==> src/rtl/debounce_pkg.sv <==
// rtl/debounce_pkg.sv - shared state encoding for the input debouncer
package debounce_pkg;
   typedef enum logic [1:0] {IDLE_LO, CHK_HI, IDLE_HI, CHK_LO} db_state_t;
endpackage

==> src/rtl/sync_chain.sv <==
// rtl/sync_chain.sv - plain flop chain bringing an asynchronous input into clk
module sync_chain #(
   parameter int SYNC_STAGES = 2
) (
   input  logic clk,
   input  logic reset,
   input  logic d,
   output logic q
);
   logic [SYNC_STAGES-1:0] stages;

   always_ff @(posedge clk) begin
      if (reset) stages <= '0;
      else       stages <= {stages[SYNC_STAGES-2:0], d};
   end

   assign q = stages[SYNC_STAGES-1];
endmodule

==> src/rtl/input_debouncer.sv <==
// rtl/input_debouncer.sv - synchronise, qualify and strobe a bouncy raw input
module input_debouncer
   import debounce_pkg::*;
#(
   parameter int SYNC_STAGES   = 2,
   parameter int STABLE_CYCLES = 4
) (
   input  logic clk,
   input  logic reset,
   input  logic raw_in,
   output logic db_out,
   output logic rise,
   output logic fall,
   output logic busy
);
   localparam int CNT_W = $clog2(STABLE_CYCLES + 1);
   localparam logic [CNT_W-1:0] CNT_LAST = CNT_W'(STABLE_CYCLES - 1);

   logic            s;
   db_state_t       state, state_nxt;
   logic [CNT_W-1:0] cnt, cnt_nxt;
   logic            db_nxt, rise_nxt, fall_nxt;

   sync_chain #(.SYNC_STAGES(SYNC_STAGES)) u_sync (
      .clk   (clk),
      .reset (reset),
      .d     (raw_in),
      .q     (s)
   );

   always_ff @(posedge clk) begin
      if (reset) begin
         state  <= IDLE_LO;
         cnt    <= '0;
         db_out <= 1'b0;
         rise   <= 1'b0;
         fall   <= 1'b0;
      end else begin
         state  <= state_nxt;
         cnt    <= cnt_nxt;
         db_out <= db_nxt;
         rise   <= rise_nxt;
         fall   <= fall_nxt;
      end
   end

   // The first differing sample already counts as 1 of the STABLE_CYCLES samples.
   always_comb begin
      state_nxt = state;
      cnt_nxt   = cnt;
      db_nxt    = db_out;
      rise_nxt  = 1'b0;
      fall_nxt  = 1'b0;
      case (state)
         IDLE_LO: if (s) begin
            state_nxt = CHK_HI;
            cnt_nxt   = CNT_W'(1);
         end
         CHK_HI: if (!s) begin
            state_nxt = IDLE_LO;
            cnt_nxt   = '0;
         end else if (cnt == CNT_LAST) begin
            state_nxt = IDLE_HI;
            cnt_nxt   = '0;
            db_nxt    = 1'b1;
            rise_nxt  = 1'b1;
         end else begin
            cnt_nxt = cnt + CNT_W'(1);
         end
         IDLE_HI: if (!s) begin
            state_nxt = CHK_LO;
            cnt_nxt   = CNT_W'(1);
         end
         CHK_LO: if (s) begin
            state_nxt = IDLE_HI;
            cnt_nxt   = '0;
         end else if (cnt == CNT_LAST) begin
            state_nxt = IDLE_LO;
            cnt_nxt   = '0;
            db_nxt    = 1'b0;
            fall_nxt  = 1'b1;
         end else begin
            cnt_nxt = cnt + CNT_W'(1);
         end
         default: begin
            state_nxt = IDLE_LO;
            cnt_nxt   = '0;
         end
      endcase
   end

   always_comb begin
      busy = (state == CHK_HI) || (state == CHK_LO);
   end
endmodule

==> config.mk <==
export PLATFORM = sky130hd
export DESIGN_NAME = input_debouncer
export DESIGN_NICKNAME = d
export VERILOG_FILES = /design/src/rtl/debounce_pkg.sv /design/src/rtl/sync_chain.sv /design/src/rtl/input_debouncer.sv
export SDC_FILE = /design/constraint.sdc
export NUM_CORES = 1
export LEC_CHECK = 0
export ABC_AREA = 1
export BUFFER_PORTS_ARGS = -buffer_cell sky130_fd_sc_hd__buf_2
export CAP_MARGIN = 20
export CORE_AREA = 2 2 40 42
export CTS_CLUSTER_DIAMETER = 150
export DETAILED_ROUTE_END_ITERATION = 8
export DIE_AREA = 0 0 42 44
export PLACE_DENSITY = 0.58
export SYNTH_ARGS = -nofsm -noshare
export SYNTH_HDL_FRONTEND = slang
export SYNTH_HIERARCHICAL = 1
export SYNTH_SLANG_ARGS = --single-unit
==> constraint.sdc <==
create_clock -name clk -period 0.95 [get_ports clk]
set_input_delay 0.1425 -clock clk [delete_from_list [all_inputs] [get_ports clk]]
set_output_delay 0.1425 -clock clk [all_outputs]
set_load 0.01 [all_outputs]
# Word-level counts from Yosys, hierarchy flattened

Cells that the tools add are included.
Widths: inputs -> output; s select.

Bits in registers: 10
Logic and storage cells: 49
Bits of input ports: 3

Muxes and demuxes: 19
Eq/ne operators: 12
Bitwise logic cells: 3
Reduce and logical (&&, ||, !) cells: 8
Add/subtract/negate cells: 1

Operators with widths:

| kind                | count |
|---|---|
| $mux 3              | 5 |
| $mux 2              | 6 |
| $pmux 3 s4          | 1 |
| $ne 2x2->1 const B  | 4 |
| $pmux 2 s4          | 1 |
| $reduce_or 3->1     | 2 |
| $mux 1              | 5 |
| $reduce_and 5->1    | 1 |
| $eq 2x2->1 const B  | 2 |
| $ne 2x1->1 const B  | 2 |
| $reduce_and 4->1    | 1 |
| $add 3x1->3 const B | 1 |
| $eq 3x2->1 const B  | 1 |
| $ne 3x2->1 const B  | 1 |
| $ne 3x3->1 const B  | 1 |
| $not 1->1           | 3 |
| $eq 2x1->1 const B  | 1 |
| $logic_not 2->1     | 1 |
| $pmux 1 s2          | 1 |
| $reduce_and 2->1    | 1 |
| $reduce_bool 2->1   | 1 |
| $logic_or 1x1->1    | 1 |

# Logic depth before layout (Yosys ltp)

Depth in word-level cells: 4
Depth in mapped cells: 6
Depth with buffers taken out: 6

# By module

The synthesis kept the hierarchy.

By module, submodules not included:

| module          | cells an instance | instances | area an instance (µm²) |
|---|---|---|---|
| input_debouncer | 45                | 1         | 346.6 |
| sync_chain      | 6                 | 1         | 55.1 |

# Least setup slack after synthesis

OpenSTA, ideal clock, no wires.

Path kind: register -> register
Start point: register cnt[0]
End point: register db_out
Arrival time: 836 ps
Slack: -6 ps
Clock period less this slack: 956 ps
Buffers on the path: 0
Cell stages (with the launch flop): 7
Path through: dfxtp_1 > ha_1 > nand2_1 > nor2_4 > nand2_1 > nand3_1 > o21ai_1

Word-level cells in the longest chain between the ends: 3
Elaborated cells on any way between the ends: 4
Classes of those cells: eq/ne: 3; reduce/logical: 1

Ends and longest elaborated chain:

| item                           | RTL line                                     | source |
|---|---|---|
| start, declared                | input_debouncer.sv:21                        | `logic [CNT_W-1:0] cnt, cnt_nxt;` |
| start signal, assigned         | input_debouncer.sv:40                        | `cnt <= cnt_nxt;` |
| $eq 3x2->1 (*)                 | input_debouncer.sv:62, input_debouncer.sv:77 |  |
| $ne 2x2->1 (no line)           | n/a                                          |  |
| $reduce_and 5->1 (no line) (*) | n/a                                          |  |
| end signal, assigned           | input_debouncer.sv:41                        | `db_out <= db_nxt;` |
| end, declared                  | input_debouncer.sv:11                        | `output logic db_out,` |

Every way passes the cells marked *; elsewhere a longest branch is shown, timed or not.
A chain may end at the register's enable or synchronous reset.

# Final worst setup path

Start point: register cnt[1]
End point: register cnt[1]

Word-level cells in the longest chain between the ends: 4
Elaborated cells on any way between the ends: 6
Classes of those cells: add/sub: 1; eq/ne: 1; mux: 4

Ends and longest elaborated chain:

| item                                             | RTL line                                     | source |
|---|---|---|
| $add 3x1->3 / $eq 3x2->1 (equally long branches) | n/a                                          |  |
| $mux 3 (*)                                       | input_debouncer.sv:62, input_debouncer.sv:77 |  |
| $mux 3 (on tied branches)                        | input_debouncer.sv:74, input_debouncer.sv:59 |  |
| $pmux 3 s4 (*)                                   | input_debouncer.sv:54                        | `case (state)` |

Marked as above.

==> impl_metrics.toml <==
[power]
total_power_uw = 880.1
power.leakage_nw = 0.2400
ir_worst_vdd_mv = 0.9506
pwr_density_cell_mw_per_mm2 = 1588

[worst_setup_path]
r2r_end = "cnt[1]"
crit_path_max_fanout = 2
cp.required_ns = 1.17
rr_worst_depth = 5
setup.reg_to_reg.worst_slack_ns = -0.01
worstSetupStartpointType = "flip-flop"
worstReg2RegStart = "cnt[1]"
setup.worst_path.end_class = "flip-flop"
worstSetupPathType = "flip-flop to flip-flop"
crit_arrival_ns = 1.18

[place]
port-buffer-count = 6
gp_routability_congestion = 0.6817
dp_hpwl_um = 539.3
post-place-cells = 76

[clocking]
clk_path_buf_depth = 2
cts.sinks = 10
cts_stage_hold_buffer_count = 0
worstSkewPairLatency_ns = 0.28
cts_max_level = 1
clkSlewWorstSetupHoldPaths_ns = 0.08
cts_buffers = 3
cts_tree = "built"
clockRootBuffer = "sky130_fd_sc_hd__clkbuf_4"

[logic_synthesis]
post_synth_inst_count = 51
register_bit_total_from_synthesis = 10
yosys_warning_total = 6
post-synth-top-area-fraction_pct = 49.84
netlist_area_um2 = 401.6
synth.avg_cell_area_um2 = 7.875
ys_types = 16
synth.yosys.seq_area_share_pct = 49.84
synth.largest_area_cell = "sky130_fd_sc_hd__dfxtp_1"
synthesis.nets = 55
ys_top_cells_by_area = "sky130_fd_sc_hd__dfxtp_1 (50%), sky130_fd_sc_hd__nand2_1 (9.3%), sky130_fd_sc_hd__inv_1 (7.5%)"

[routing]
vias_per_cell = 4.350
routedWlPerCell_um = 9.525
dr_total_vias = 348
first_drt_pass_iteration_count = 4
drc = 0
drt_wl_total_um = 762
dr.first_iter.drc_count = 6
route.antenna.remaining_nets = 0

[sta]
clock.fmax_mhz = 1036
final_critical_path_setup_slack_ns = -0.01482
timing_worst_slew_pin_value_ns = 0.1897
fin_crit_sh_pct = 101.6
hold-worst-slack_ns = 0.07597
finalHoldViolCount = 0
worst_case_headroom_to_the_max_slew_limit_pct = 87.34
tns_ns = -0.03299
final_max_slew_viol_count = 0
timing.final.setup_violations = 3
final_period_minus_worst_setup_slack_ns = 0.9648
grt_setup_unrepaired = "true"
final.setup_skew_ns = 0.01223

[finish]
num_antenna_cells = 0
finish.cell_count_without_fillers = 80
drive_gt1_share_pct = 42.19
area_growth_pct = 38.01
nets = 69

[global_route]
wire_length_of_the_first_global_routing_pass_mm = 1.214
grt_antenna_before_repair = 0
track_usage_pct = 9.424
first_global_vias = 300
pin_count_of_the_biggest_net_entering_global_routing = 7
gr-total-overflow = 0

[floorplan]
ios = 7
chipWidth_um = 42
effective_utilization_at_floorplan_pct = 28.31
rows = 14
dieHeight_um = 44
floorplan.core_area_mm2 = 0.001419
die_area_mm2 = 0.001848

[worst_hold_path]
worst_hold_path.num_cells = 3
min_path_type = "input pin to flip-flop"
worst_hold_startpoint = "raw_in"
worstHoldEndpoint = "u_sync/stages[0]"

[run]
max-cap-violations = 0

[outcome]
result_of_the_run = "complete, but fails checks"
violations = "negative setup slack"
[report_power, final]
group          leakage [nW]  total, mW  internal (mW)  switching, mW
combinational         0.136     0.0450         0.0194         0.0257
clock                0.0210      0.402          0.233          0.168
sequential           0.0830      0.433          0.427        0.00566
total                 0.240      0.880          0.680          0.200
[per-layer routing]
metal | vias to the layer above | global-route usage, % | wire length, µm | share of wire [%]
met5 | - | 0 | 0 | 0
met4 | 0 | 5.806 | 17 | 2.2
met3 | 2 | 6.667 | 55 | 7.2
met2 | 10 | 13.44 | 316 | 41
met1 | 148 | 10.10 | 372 | 49
li1 | 188 | - | - | -
[metrics by stage]
step                worst slack, ns  area, µm²  utilization [%]
detailed placement         -0.05809      490.5            34.57
floorplan                 0.0007376      414.1                -
CTS                        -0.02266      543.0            38.27
global route               -0.08808      554.3            39.07
global placement           -0.07278      490.5            34.57
finish                     -0.01482      554.3            39.07
[worst max-delay path by stage]
stage | start | end | slack [ns]
after floorplan | cnt[0] | db_out | 0.0007
after global placement | cnt[0] | db_out | -0.07
after detailed placement | cnt[0] | db_out | -0.06
after CTS | cnt[1] | cnt[1] | -0.02
after global routing | cnt[1] | db_out | -0.09
final | cnt[1] | cnt[1] | -0.01
[flip-flops by register name, summed over array words and instances, names as in the netlist, named ones only]
| signal | count |
|---|---|
| state | 1 |
| cnt | 3 |
| db_out | 1 |
| fall | 1 |
| rise | 1 |
| u_sync/stages | 2 |
[cell type report]
cell class	instances	area, µm²
Clock buffer	4	36.28
Fill cell	153	864.6
Inverter	9	33.78
Multi-Input combinational cell	31	192.7
Sequential cell	10	205.2
Tap cell	16	20.02
Timing Repair Buffer	10	66.31
[synthesized netlist by cell type]
cell type                  instances
sky130_fd_sc_hd__nand3_1           5
sky130_fd_sc_hd__clkbuf_1          1
sky130_fd_sc_hd__nand3b_1          1
sky130_fd_sc_hd__nor3_1            2
sky130_fd_sc_hd__inv_2             1
sky130_fd_sc_hd__o211ai_1          1
sky130_fd_sc_hd__nand2_2           1
sky130_fd_sc_hd__a21oi_1           4
sky130_fd_sc_hd__nand3_2           1
sky130_fd_sc_hd__o21ai_1           1
sky130_fd_sc_hd__nor2_1            3
sky130_fd_sc_hd__inv_1             8
sky130_fd_sc_hd__dfxtp_1          10
sky130_fd_sc_hd__ha_1              1
sky130_fd_sc_hd__nand2_1          10
sky130_fd_sc_hd__nor2_4            1
[cell usage in the layout, fill, tap and decap left out, types with 2 or more instances in the layout]
| master | n |
|---|---|
| sky130_fd_sc_hd__inv_2 | 2 |
| sky130_fd_sc_hd__dfxtp_2 | 4 |
| sky130_fd_sc_hd__a21oi_1 | 3 |
| sky130_fd_sc_hd__nor2_1 | 3 |
| sky130_fd_sc_hd__dfxtp_1 | 6 |
| sky130_fd_sc_hd__clkbuf_4 | 3 |
| sky130_fd_sc_hd__inv_1 | 7 |
| sky130_fd_sc_hd__nand3_1 | 5 |
| sky130_fd_sc_hd__nand2_1 | 9 |
| sky130_fd_sc_hd__buf_2 | 5 |
| sky130_fd_sc_hd__buf_4 | 4 |
[kinds of logic (layout without fill, tap and decap cells)]
family / count (synthesis) / count (layout) / synth area share (%)
AO/OA/AOI/OAI: 6 / 6 / 8.099
flip-flops: 10 / 10 / 49.84
adder cells (fa/ha/maj): 1 / 1 / 3.115
AND/OR/NAND/NOR: 24 / 24 / 29.60
buffers and inverters: 10 / 23 / 9.344
[critical path, stage by stage (launching register included)]
cell                      delay [ns]
sky130_fd_sc_hd__dfxtp_2        0.34
sky130_fd_sc_hd__ha_4           0.25
sky130_fd_sc_hd__inv_2          0.03
sky130_fd_sc_hd__a21oi_2        0.09
sky130_fd_sc_hd__nand3_1        0.08
sky130_fd_sc_hd__a21oi_1        0.11
[what timing repair did]
action	4_1_cts	5_1_grt
gates resized for setup	7	3
pin swaps	3	0
setup endpoints to repair	5	7
setup buffers	1	0
Power figures use the tool's default switching activity.
